File: src/rtl/ps2_scancode_decoder.sv
// PS/2 set-2 scan-code decoder: folds E0/F0 prefixes into make/break events,
// tracks the currently held key and queues events in a small FIFO.
module ps2_scancode_decoder #(
  parameter int DEPTH     = 8,
  parameter int TIMEOUT   = 1250000,
  parameter bit REPEAT_EN = 1'b1
) (
  input  logic                     clk,
  input  logic                     reset,
  input  logic                     scan_valid,
  input  logic [7:0]               scan_byte,
  output logic [31:0]              keyb_char,
  output logic                     evt_valid,
  output logic [9:0]               evt_data,
  input  logic                     evt_pop,
  output logic [$clog2(DEPTH):0]   evt_count,
  output logic                     overflow
);

  localparam int PW = $clog2(DEPTH);
  localparam int CW = PW + 1;
  localparam int TW = $clog2(TIMEOUT + 1);

  typedef enum logic [1:0] {S_IDLE, S_EXT, S_BRK, S_EXT_BRK} state_t;

  state_t          state_q, state_d;
  logic [TW-1:0]   tmo_q, tmo_d;
  logic [8:0]      held_q, held_d;
  logic [PW-1:0]   wr_ptr_q, wr_ptr_d, rd_ptr_q, rd_ptr_d;
  logic [CW-1:0]   count_q, count_d;
  logic            valid_q, valid_d;
  logic [9:0]      head_q, head_d;
  logic            ovf_q, ovf_d;
  logic [9:0]      mem_q [DEPTH];

  logic            evt_make, evt_break, evt_ext;
  logic [8:0]      evt_key;
  logic            push_req, do_push, do_pop;
  logic [9:0]      push_data;
  logic            filtered;

  assign filtered = (scan_byte == 8'h00) || (scan_byte == 8'hAA) || (scan_byte == 8'hEE) ||
                    (scan_byte == 8'hFA) || (scan_byte == 8'hFE) || (scan_byte == 8'hFF);

  // Prefix FSM and abandon timer.
  always_comb begin
    // NOTE: every output of a combinational block gets a default first, otherwise
    // paths that skip an assignment infer a latch.
    state_d   = state_q;
    tmo_d     = tmo_q;
    evt_make  = 1'b0;
    evt_break = 1'b0;
    evt_ext   = 1'b0;
    if (scan_valid) begin
      tmo_d = '0;
      unique case (state_q)
        S_IDLE: begin
          if (scan_byte == 8'hE0)      state_d = S_EXT;
          else if (scan_byte == 8'hF0) state_d = S_BRK;
          else if (!filtered)          evt_make = 1'b1;
        end
        S_EXT: begin
          if (scan_byte == 8'hE0)      state_d = S_EXT;
          else if (scan_byte == 8'hF0) state_d = S_EXT_BRK;
          else begin
            evt_make = 1'b1;
            evt_ext  = 1'b1;
            state_d  = S_IDLE;
          end
        end
        S_BRK: begin
          if (scan_byte == 8'hF0)      state_d = S_BRK;
          else if (scan_byte == 8'hE0) state_d = S_EXT_BRK;
          else begin
            evt_break = 1'b1;
            state_d   = S_IDLE;
          end
        end
        S_EXT_BRK: begin
          if (scan_byte != 8'hE0 && scan_byte != 8'hF0) begin
            evt_break = 1'b1;
            evt_ext   = 1'b1;
            state_d   = S_IDLE;
          end
        end
      endcase
    end else if (state_q == S_IDLE) begin
      tmo_d = '0;
    end else if (tmo_q == TW'(TIMEOUT - 1)) begin
      state_d = S_IDLE;
      tmo_d   = '0;
    end else begin
      tmo_d = tmo_q + 1'b1;
    end
  end

  // Held-key tracking and FIFO push request.
  always_comb begin
    evt_key   = {evt_ext, scan_byte};
    held_d    = held_q;
    push_req  = 1'b0;
    push_data = {evt_break, evt_key};
    if (evt_make) begin
      held_d   = evt_key;
      push_req = REPEAT_EN || (evt_key != held_q);
    end
    if (evt_break) begin
      push_req = 1'b1;
      if (evt_key == held_q) held_d = '0;
    end
  end

  // FIFO bookkeeping; a full FIFO still accepts a push when the head leaves in the same cycle.
  always_comb begin
    logic [PW-1:0] next_rd;
    do_pop   = evt_pop && (count_q != '0);
    do_push  = push_req && ((count_q != CW'(DEPTH)) || do_pop);
    ovf_d    = ovf_q || (push_req && !do_push);
    wr_ptr_d = do_push ? wr_ptr_q + 1'b1 : wr_ptr_q;
    next_rd  = do_pop ? rd_ptr_q + 1'b1 : rd_ptr_q;
    rd_ptr_d = next_rd;
    count_d  = count_q + CW'(do_push) - CW'(do_pop);
    valid_d  = (count_d != '0);
    if (count_d == '0)                        head_d = '0;
    else if (do_push && next_rd == wr_ptr_q) head_d = push_data;
    else                                      head_d = mem_q[next_rd];
  end

  always_ff @(posedge clk) begin
    // NOTE: sequential state uses non-blocking assignments so every flop samples
    // pre-edge values regardless of statement order.
    if (reset) begin
      state_q  <= S_IDLE;
      tmo_q    <= '0;
      held_q   <= '0;
      wr_ptr_q <= '0;
      rd_ptr_q <= '0;
      count_q  <= '0;
      valid_q  <= 1'b0;
      head_q   <= '0;
      ovf_q    <= 1'b0;
    end else begin
      state_q  <= state_d;
      tmo_q    <= tmo_d;
      held_q   <= held_d;
      wr_ptr_q <= wr_ptr_d;
      rd_ptr_q <= rd_ptr_d;
      count_q  <= count_d;
      valid_q  <= valid_d;
      head_q   <= head_d;
      ovf_q    <= ovf_d;
    end
  end

  // NOTE: the storage array is not reset; entries are only read once the
  // count marks them as written, so a reset would cost area for nothing.
  always_ff @(posedge clk) begin
    if (!reset && do_push) mem_q[wr_ptr_q] <= push_data;
  end

  assign keyb_char = {23'b0, held_q};
  assign evt_valid = valid_q;
  assign evt_data  = head_q;
  assign evt_count = count_q;
  assign overflow  = ovf_q;

endmodule

File: config.mk
export PLATFORM = sky130hd
export DESIGN_NAME = ps2_scancode_decoder
export DESIGN_NICKNAME = d
export VERILOG_FILES = /design/src/rtl/ps2_scancode_decoder.sv
export SDC_FILE = /design/constraint.sdc
export NUM_CORES = 1
export LEC_CHECK = 0
export BUFFER_PORTS_ARGS = -buffer_cell sky130_fd_sc_hd__buf_4
export CAP_MARGIN = 20
export CORE_MARGIN = 2
export CORE_UTILIZATION = 55
export CTS_CLUSTER_DIAMETER = 60
export DETAILED_ROUTE_END_ITERATION = 12
export PLACE_DENSITY = 0.71
export SLEW_MARGIN = 30
export SYNTH_ARGS = -nofsm -noshare
export SYNTH_HDL_FRONTEND = slang
export SYNTH_SLANG_ARGS = --single-unit
File: constraint.sdc
create_clock -name clk -period 7.98 [get_ports clk]
set_clock_uncertainty 0.05 [all_clocks]
set_input_delay 1.596 -clock clk [delete_from_list [all_inputs] [get_ports clk]]
set_output_delay 1.596 -clock clk [all_outputs]
set_load 0.02 [all_outputs]
==> results of run 1 <==
cells in the mapped netlist, types with 9 or more instances:
cell,number
o21ai_0,24
nand2_1,12
nor2_1,55
a31oi_1,9
nand3_1,17
buf_4,23
dfxtp_1,54
xnor2_1,20
o31ai_1,9
clkbuf_1,24
xor2_1,15
o22ai_1,18
o221ai_1,18
nor2b_1,17
inv_1,14
a211oi_1,14
edfxtp_1,80
a21oi_1,23
mux2i_1,38
layout make-up:
| class | instances | area [um^2] |
|---|---|---|
| fillers | 866 | 3980 |
| flip-flops and latches | 134 | 3480 |
| multi-input cells | 395 | 2770 |
| clock buffers | 17 | 425 |
| repair buffers | 47 | 353 |
| well taps | 143 | 179 |
| clock inverters | 15 | 178 |
| inverters | 14 | 52.6 |
per-stage QoR:
| step | setup slack (ns) | total power [mW] | util |
|---|---|---|---|
| 2_1_floorplan | 3.22 | 1.43 | - |
| 3_3_place_gp | 2.84 | 1.64 | 0.598 |
| 3_5_place_dp | 2.72 | 1.67 | 0.598 |
| 4_1_cts | 3.13 | 2.45 | 0.651 |
| 5_1_grt | 2.85 | 2.57 | 0.651 |
| 6_report | 3.09 | 2.45 | 0.651 |
power by group through the flow:
| stage | clock network [mW] | registers [mW] | logic (mW) |
|---|---|---|---|
| final | 0.790 | 0.851 | 0.814 |
| after CTS | 0.795 | 0.852 | 0.807 |
| after global routing | 0.829 | 0.858 | 0.884 |
| after detailed placement | 0 | 0.866 | 0.801 |
| after floorplan | 0 | 0.881 | 0.547 |
| after global placement | 0 | 0.863 | 0.773 |
cells by family after synthesis:
family,Yosys count,synth area share
AO/OA/AOI/OAI,138,0.143
XOR/XNOR,35,0.0475
adder cells (fa/ha/maj),9,0.0186
buffers and inverters,70,0.0550
flip-flops,134,0.539
multiplexers,43,0.0763
other,1,0.000581
AND/OR/NAND/NOR,147,0.120
layer usage:
layer | vias up | track usage
li1 | 2214 | -
met1 | 2302 | 0.330
met2 | 202 | 0.401
met3 | 28 | 0.0524
met4 | 0 | 0.0886
met5 | - | 0
worst min path at each step:
stage               depth (start not counted)  slack (ns)        to
floorplan                                   1        0.36  tmo_q[0]
global placement                            1        0.38  tmo_q[0]
detailed placement                          2        0.39  overflow
CTS                                         1        0.41  tmo_q[0]
global route                                1        0.43  tmo_q[0]
finish                                      1        0.41  tmo_q[0]
worst max-delay path, stage by stage:
cell and delay, ns:
buf_4 0.16, or4_1 0.58, nor2_1 0.19, nor2_1 0.07, and2_0 0.38, or3_1 0.50
o21ai_0 0.10, ha_1 0.19, inv_1 0.06, fa_1 0.38, xor2_1 0.14, nor2_1 0.07
nor3_1 0.18, o21ai_0 0.14, buf_4 0.22, o31ai_1 0.08, a31oi_1 0.07
flip-flops by register name, indices dropped and copies added, names as in the netlist:
name,count
evt_count,4
evt_data,10
evt_valid,1
held_q,9
mem_q,80
overflow,1
rd_ptr_q,3
state_q,2
tmo_q,21
wr_ptr_q,3
==> impl_metrics.toml, run 1 <==
[worst_hold_path]
hp-class = "flop to flop"
min_from = "tmo_q[0]"

[cells_and_area]
final_cell_mix = "edfxtp_1 (80), dfxtp_1 (54), nor2_1 (53)"
nets = 630
design_area_um2 = 7440
layout.cells.non_filler = 765
final_common_cell = "edfxtp_1"
antenna_cells = 0
drive_above_1_share = 0.153
synthToLayoutAreaGrowth_pct = 15.1

[grt]
grt_max_degree = 38
overflow = 0
first_global_vias = 4571
grt_pass1_wl_um = 23900
antenna_found_initial = 0
grtUsageTotal = 0.246

[place]
placed_cells = 733
port_buffers = 36
gp_congestion = 0.789
dp_hpwl_um = 9420
placed_area_um2 = 6830

[sta]
rsz0062_at_grt = "no"
final_max_slew_viol_count = 0
hold_ws_ns = 0.407
fin_tns_setup_ns = 0
setup_viol = 0
hold_viol_final = 0
finalCriticalPeriod_ns = 4.89
tightestPinTransition_ns = 0.987
fin_crit_sh = 0.613
relSlewSlack = 0.341
clock.fmax_ghz = 0.204

[floorplan]
die_w_um = 112
placementRows = 39
boundaryPins = 60
core_um2 = 11400
die_h_um = 112
dieArea_um2 = 12600
start_util = 0.566

[cts]
cts_buffer_depth = 2
cts_made_buffers = 17
clk_pin_slew_worst_paths_ns = 0.06
worstSkewPairLatency_ns = 0.42
cts.sinks = 134
cts_htree_levels = 4
cts_setup_buffers = 0
cts_tree = "built"
ctsHoldBuffers = 0
cts_root_buf = "clkbuf_16"
post_cts_resize_count = 0

[power]
p_comb_frac = 0.332
internal-power_mw = 1.61
swShare = 0.343
p_per_area_nw_per_um2 = 330
power_frac_seq = 0.347
pwr-share-clk = 0.322
p_leak_nw = 2.60
switchingPower_mw = 0.841
ir_worst_vdd_uv = 180

[setup_path]
cp-start-kind = "primary input"
arrival_ns = 5.10
cp_max_fo = 14
crit_end = "evt_data[6]"
path_class = "primary input to flop"
r2r_end = "evt_data[6]"
reg2regPathDepth = 8
cp-startpoint = "scan_byte[0]"
r2r_start = "rd_ptr_q[0]"
cp.required_ns = 8.18
worstSetupEndpointType = "flop"
r2r_slack_ns = 4.19

[detailed_routing]
postRouteAntennaNets = 0
drc = 0
routed_wl_um = 15000
viasPerCell = 6.20
dr.pass1.iters = 5
wl_met2_um = 7230
wl_met1_um = 6430
first_iter_violations = 325
num_vias = 4746
wire_per_inst_um = 19.6
wl_met3_um = 1050
highest_layer = "met4"

[logic_synthesis]
yosysSeqAreaShare = 0.539
synth_area_leader_cell = "edfxtp_1"
synth_edf_count = 80
syn_area_um2 = 6460
synthFlopType = "edfxtp_1"
synth_area_leaders = "edfxtp_1 (37%), dfxtp_1 (17%), mux2i_1 (5.9%), nor2_1 (3.2%), xnor2_1 (2.7%)"
ys_ff_latch = 134
synth.distinct_cells = 57
synthArstFlopShare = 0
avgSynthCellArea_um2 = 11.2
syn_inst = 577
synth.yosys.warnings = 0
synth_top_area_frac = 0.372

[status]
status = "completed"

[run]
max_cap_violations = 0
(Power assumes the default switching activity.)
==> run 2, diff against run 1 <==
==> constraint.sdc (replaced) <==
create_clock -name clk -period 4.78 [get_ports clk]
set_clock_uncertainty 0.05 [all_clocks]
set_input_delay 0.956 -clock clk [delete_from_list [all_inputs] [get_ports clk]]
set_output_delay 0.956 -clock clk [all_outputs]
set_load 0.02 [all_outputs]
==> run 2 against run 1 <==
Against the previous run: global-route usage down 0.19 points; critical path depth unchanged; highest routed layer unchanged; routed wire length down 1.0%; clock power up 58%; largest cell class unchanged; sequential power up 65%; total power up 64%; first-iteration DRC count down 25%; register-to-register slack worse by 2.9 ns; die area unchanged.
==> impl_metrics.toml, run 2 (synthesis results as in run 1) <==
[status]
status = "completed"

[cells_and_area]
multi_input_area_um2 = 2760
final_common_cell = "edfxtp_1"
design_area_um2 = 7440
final_cell_mix = "edfxtp_1 (80), dfxtp_1 (54), nor2_1 (53)"
nets = 636
largest_reg_flops = 80
layout.cells.non_filler = 771
drive_above_1_share = 0.158
fillerInstances = 893
synthToLayoutAreaGrowth_pct = 15.1
regArea_um2 = 3480
antenna_cells = 0
top_register = "mem_q"

[cts]
cts_made_buffers = 17
clk_pin_slew_worst_paths_ns = 0.06
cts_buffer_depth = 2
post_cts_resize_count = 0
cts_setup_buffers = 0
cts_htree_levels = 4
worstSkewPairLatency_ns = 0.42
ctsHoldBuffers = 0
cts.sinks = 134
cts_root_buf = "clkbuf_16"
cts_tree = "built"

[run]
max_cap_violations = 0

[worst_hold_path]
hp-class = "flop to flop"

[sta]
setup_ws_ns = 0.908
rsz0062_at_grt = "no"
fin_tns_setup_ns = 0
final_max_slew_viol_count = 0
setup_viol = 0
relSlewSlack = 0.402
tightestPinTransition_ns = 0.890
clock.fmax_ghz = 0.258
fin_crit_sh = 0.810
finalCriticalPeriod_ns = 3.87
hold_viol_final = 0

[place]
placed_cells = 738
gp_congestion = 0.795
port_buffers = 36
placed_area_um2 = 6860
pre_cts_slack_ns = 0.479
dp_hpwl_um = 9520

[setup_path]
cp.required_ns = 4.98
arrival_ns = 4.08
cp-start-kind = "primary input"
worstSetupEndpointType = "flop"
path_class = "primary input to flop"
cp_max_fo = 14

[grt]
grt_pass1_wl_um = 23700
grt_max_degree = 38
gr-usage-met2 = 0.407
antenna_found_initial = 0
first_global_vias = 4683
overflow = 0
use_met1 = 0.322
top_usage_layer = "met2"
met3_usage = 0.0481
grtUsageTotal = 0.245

[floorplan]
boundaryPins = 60
die_w_um = 112
core_um2 = 11400
placementRows = 39
dieArea_um2 = 12600
die_h_um = 112
start_util = 0.566

[power]
p_comb_frac = 0.343
power_frac_seq = 0.347
internal-power_mw = 2.64
power_mw = 4.02
ir_worst_vdd_uv = 262
pwr-share-clk = 0.310
switchingPower_mw = 1.39
swShare = 0.345
p_per_area_nw_per_um2 = 541
p_leak_nw = 2.62

[detailed_routing]
first_iter_violations = 245
drc = 0
num_vias = 4766
dr.pass1.iters = 6
viasPerCell = 6.18
wire_per_inst_um = 19.2
postRouteAntennaNets = 0
routed_wl_um = 14800
run 2: cell types whose count changed in the layout (fill, tap and decap cells not counted), sizes merged:
cell	change
bufinv	-1
inv	-2
clkinvlp	-1
buf	+6
clkinv	+4
run 2: final timing paths:
path | from | to | slack, ns | cells after the start
setup / recovery | scan_byte[0] | evt_data[2] | 0.91 | 17
hold reg to reg | tmo_q[0] | tmo_q[0] | 0.39 | 1
setup reg to reg | rd_ptr_q[0] | evt_data[0] | 1.33 | 9
hold / removal | tmo_q[0] | tmo_q[0] | 0.39 | 1
run 2: critical path, stage by stage:
cell     delay (ns)
buf_4          0.16
or4_1          0.57
nor2_1         0.17
nor2_1         0.06
and2_0         0.16
or3_1          0.41
o21ai_0        0.09
ha_1           0.20
inv_1          0.06
fa_1           0.37
xor2_1         0.14
nor2_1         0.06
nor3_1         0.17
o21ai_0        0.10
buf_4          0.21
o31ai_1        0.09
a31oi_1        0.08
run 2: layout make-up:
type / instances / share of cell area
clock buffers: 17 / 0.0572
clock inverters: 15 / 0.0185
inverters: 14 / 0.00707
multi-input cells: 395 / 0.371
flip-flops and latches: 134 / 0.468
well taps: 143 / 0.0241
repair buffers: 53 / 0.0540
run 2: per-stage QoR:
| step | util | hold WS, ns |
|---|---|---|
| 2_1_floorplan | - | 0.363 |
| 3_5_place_dp | 0.601 | 0.387 |
| 3_3_place_gp | 0.601 | 0.374 |
| 4_1_cts | 0.650 | 0.395 |
| 5_1_grt | 0.651 | 0.412 |
| 6_report | 0.651 | 0.390 |
run 2: power by group through the flow:
stage | registers (mW) | clock network, mW | logic, mW
global route | 1.41 | 1.31 | 1.50
finish | 1.40 | 1.25 | 1.38
detailed placement | 1.42 | 0 | 1.36
floorplan | 1.47 | 0 | 0.914
CTS | 1.40 | 1.25 | 1.37
global placement | 1.42 | 0 | 1.31
run 2: layer usage:
layer  share of wire  up-vias
met5               0        -
met4           0.011        0
met3           0.061       16
met2            0.49      180
met1            0.44     2353
li1                -     2217
==> run 3, diff against run 2 <==
==> constraint.sdc (replaced) <==
create_clock -name clk -period 3.76 [get_ports clk]
set_clock_uncertainty 0.05 [all_clocks]
set_input_delay 0.752 -clock clk [delete_from_list [all_inputs] [get_ports clk]]
set_output_delay 0.752 -clock clk [all_outputs]
set_load 0.02 [all_outputs]
==> run 3 against run 2 <==
Against the previous run: die area stayed put; count of clock-buffer cells in the layout grew 2; non-clock buffer count grew 18; global-route usage is 1.2 points lower; final area is 2.3% higher; worst setup slack got worse by 0.72 ns; combinational power grew 30%; highest routed layer unchanged.
==> impl_metrics.toml, run 3 (synthesis results as in run 1) <==
[power]
internal-power_mw = 3.54
p_comb_frac = 0.340
ir_worst_vdd_uv = 365
swShare = 0.330
p_per_area_nw_per_um2 = 694
power_frac_seq = 0.337
p_leak_nw = 2.71
switchingPower_mw = 1.74
pwr-share-clk = 0.323
power_mw = 5.28

[setup_path]
arrival_ns = 3.85
cp_max_fo = 6
reg2regPathDepth = 16
worstSetupEndpointType = "flop"
cp.required_ns = 4.04
cp_slowest_stage_delay_ns = 0.55
crit_chain = "buf_4 > or4_4 > nor2_2 > nor2_1 > and2_2 > or3_1 > o21ai_0 > ha_2 > inv_1 > fa_1 > xor2_1 > nor2_1 > nor3_2 > o21ai_1 > buf_4 > o31ai_1 > a31oi_1"
path_class = "primary input to flop"
cp-start-kind = "primary input"
r2r_slack_ns = 0.47
r2r_start = "evt_count[2]"
cp_slowest_cell = "or4_4"
r2r_end = "evt_data[0]"

[place]
placed_area_um2 = 6980
placed_cells = 756
dp_hpwl_um = 9640
gp_congestion = 0.805
port_buffers = 36

[worst_hold_path]
hp-class = "flop to flop"
min_from = "tmo_q[0]"
min_to = "tmo_q[0]"
hold_depth = 1

[cells_and_area]
design_area_um2 = 7610
final_cell_mix = "edfxtp_1 (80), buf_4 (70), dfxtp_1 (54)"
fillerInstances = 883
final_common_cell = "edfxtp_1"
antenna_cells = 0
top_register = "mem_q"
largest_reg_flops = 80
layout.cells.non_filler = 789
nets = 654
drive_above_1_share = 0.186
synthToLayoutAreaGrowth_pct = 17.8
final_core_util = 0.666

[sta]
final_max_slew_viol_count = 0
setup_viol = 0
fin_crit_sh = 0.949
finalCriticalPeriod_ns = 3.57
fin_tns_setup_ns = 0
tightestPinTransition_ns = 0.780
clock.fmax_ghz = 0.280
relSlewSlack = 0.480
rsz0062_at_grt = "no"
hold_viol_final = 0

[grt]
grtUsageTotal = 0.233
overflow = 0
antenna_found_initial = 0
first_global_vias = 4609
grt_max_degree = 38
grt_pass1_wl_um = 22800

[floorplan]
start_util = 0.566
dieArea_um2 = 12600
boundaryPins = 60
placementRows = 39
die_h_um = 112
core_um2 = 11400
die_w_um = 112

[run]
max_cap_violations = 0

[detailed_routing]
num_vias = 4809
postRouteAntennaNets = 0
drc = 0
viasPerCell = 6.10
first_iter_violations = 407
wire_per_inst_um = 18.0
dr.pass1.iters = 5
routed_wl_um = 14200

[cts]
cts_root_buf = "clkbuf_16"
cts_buffer_depth = 2
ctsHoldBuffers = 0
cts_tree = "built"
cts_setup_buffers = 0
worstSkewPairLatency_ns = 0.41
cts.sinks = 134
cts_htree_levels = 4
clk_pin_slew_worst_paths_ns = 0.06
cts_made_buffers = 17

[status]
status = "completed"
==> run 3: changes by cell type in the layout (fill, tap and decap cells not counted), sizes merged <==
cell,previous run,this run
buf,53,71
bufinv,2,4
clkbuf,17,19
clkinv,10,4
clkinvlp,2,4
==> run 3: area by class of cell <==
| cell class | count | area [um^2] | area share |
|---|---|---|---|
| clock inverters | 13 | 180 | 0.0237 |
| inverters | 14 | 52.6 | 0.00691 |
| clock buffers | 19 | 433 | 0.0569 |
| repair buffers | 71 | 531 | 0.0697 |
| well taps | 143 | 179 | 0.0235 |
| multi-input cells | 395 | 2750 | 0.362 |
| flip-flops and latches | 134 | 3480 | 0.458 |
==> run 3: worst max path at each step <==
stage | startpoint | end | slack [ns]
global route | scan_byte[0] | evt_data[0] | 0.04
CTS | scan_byte[0] | evt_data[0] | 0.17
floorplan | scan_byte[0] | evt_data[7] | 0.003
global placement | scan_byte[0] | evt_data[7] | -0.20
finish | scan_byte[0] | evt_data[0] | 0.19
detailed placement | scan_byte[0] | evt_data[7] | -0.26
==> run 3: per-stage QoR <==
step                      setup slack, ns  hold slack, ns
after floorplan                   0.00344           0.363
after global placement             -0.197           0.376
after detailed placement           -0.260           0.382
after CTS                           0.169           0.391
after global routing               0.0412           0.417
final                               0.192           0.384
==> run 3: timing repair <==
item | 4_1_cts | 5_1_grt
resized for setup | 0 | 6
hold endpoints to repair | 0 | 0
setup endpoints to repair | 0 | 10
==> run 3: metal layers <==
| metal | track usage | routed length [um] | vias up |
|---|---|---|---|
| li1 | - | - | 2250 |
| met1 | 0.306 | 5970 | 2358 |
| met2 | 0.382 | 7110 | 183 |
| met3 | 0.0583 | 968 | 18 |
| met4 | 0.0756 | 187 | 0 |
| met5 | 0 | 0 | - |
==> run 3: power groups by stage <==
stage	sequential [mW]	clock, mW	combinational, mW
after floorplan	1.87	0	1.18
after global routing	1.79	1.79	1.96
final	1.78	1.71	1.80
after CTS	1.78	1.72	1.76
after detailed placement	1.81	0	1.75
after global placement	1.81	0	1.68
==> run 3: critical path, delay by kind of cell <==
family | cells | cell delay (ns)
fa+ha+maj | 2 | 0.58
buf+inv | 3 | 0.35
xor+xnor | 1 | 0.15
compound gates | 4 | 0.46
simple gates | 7 | 1.53
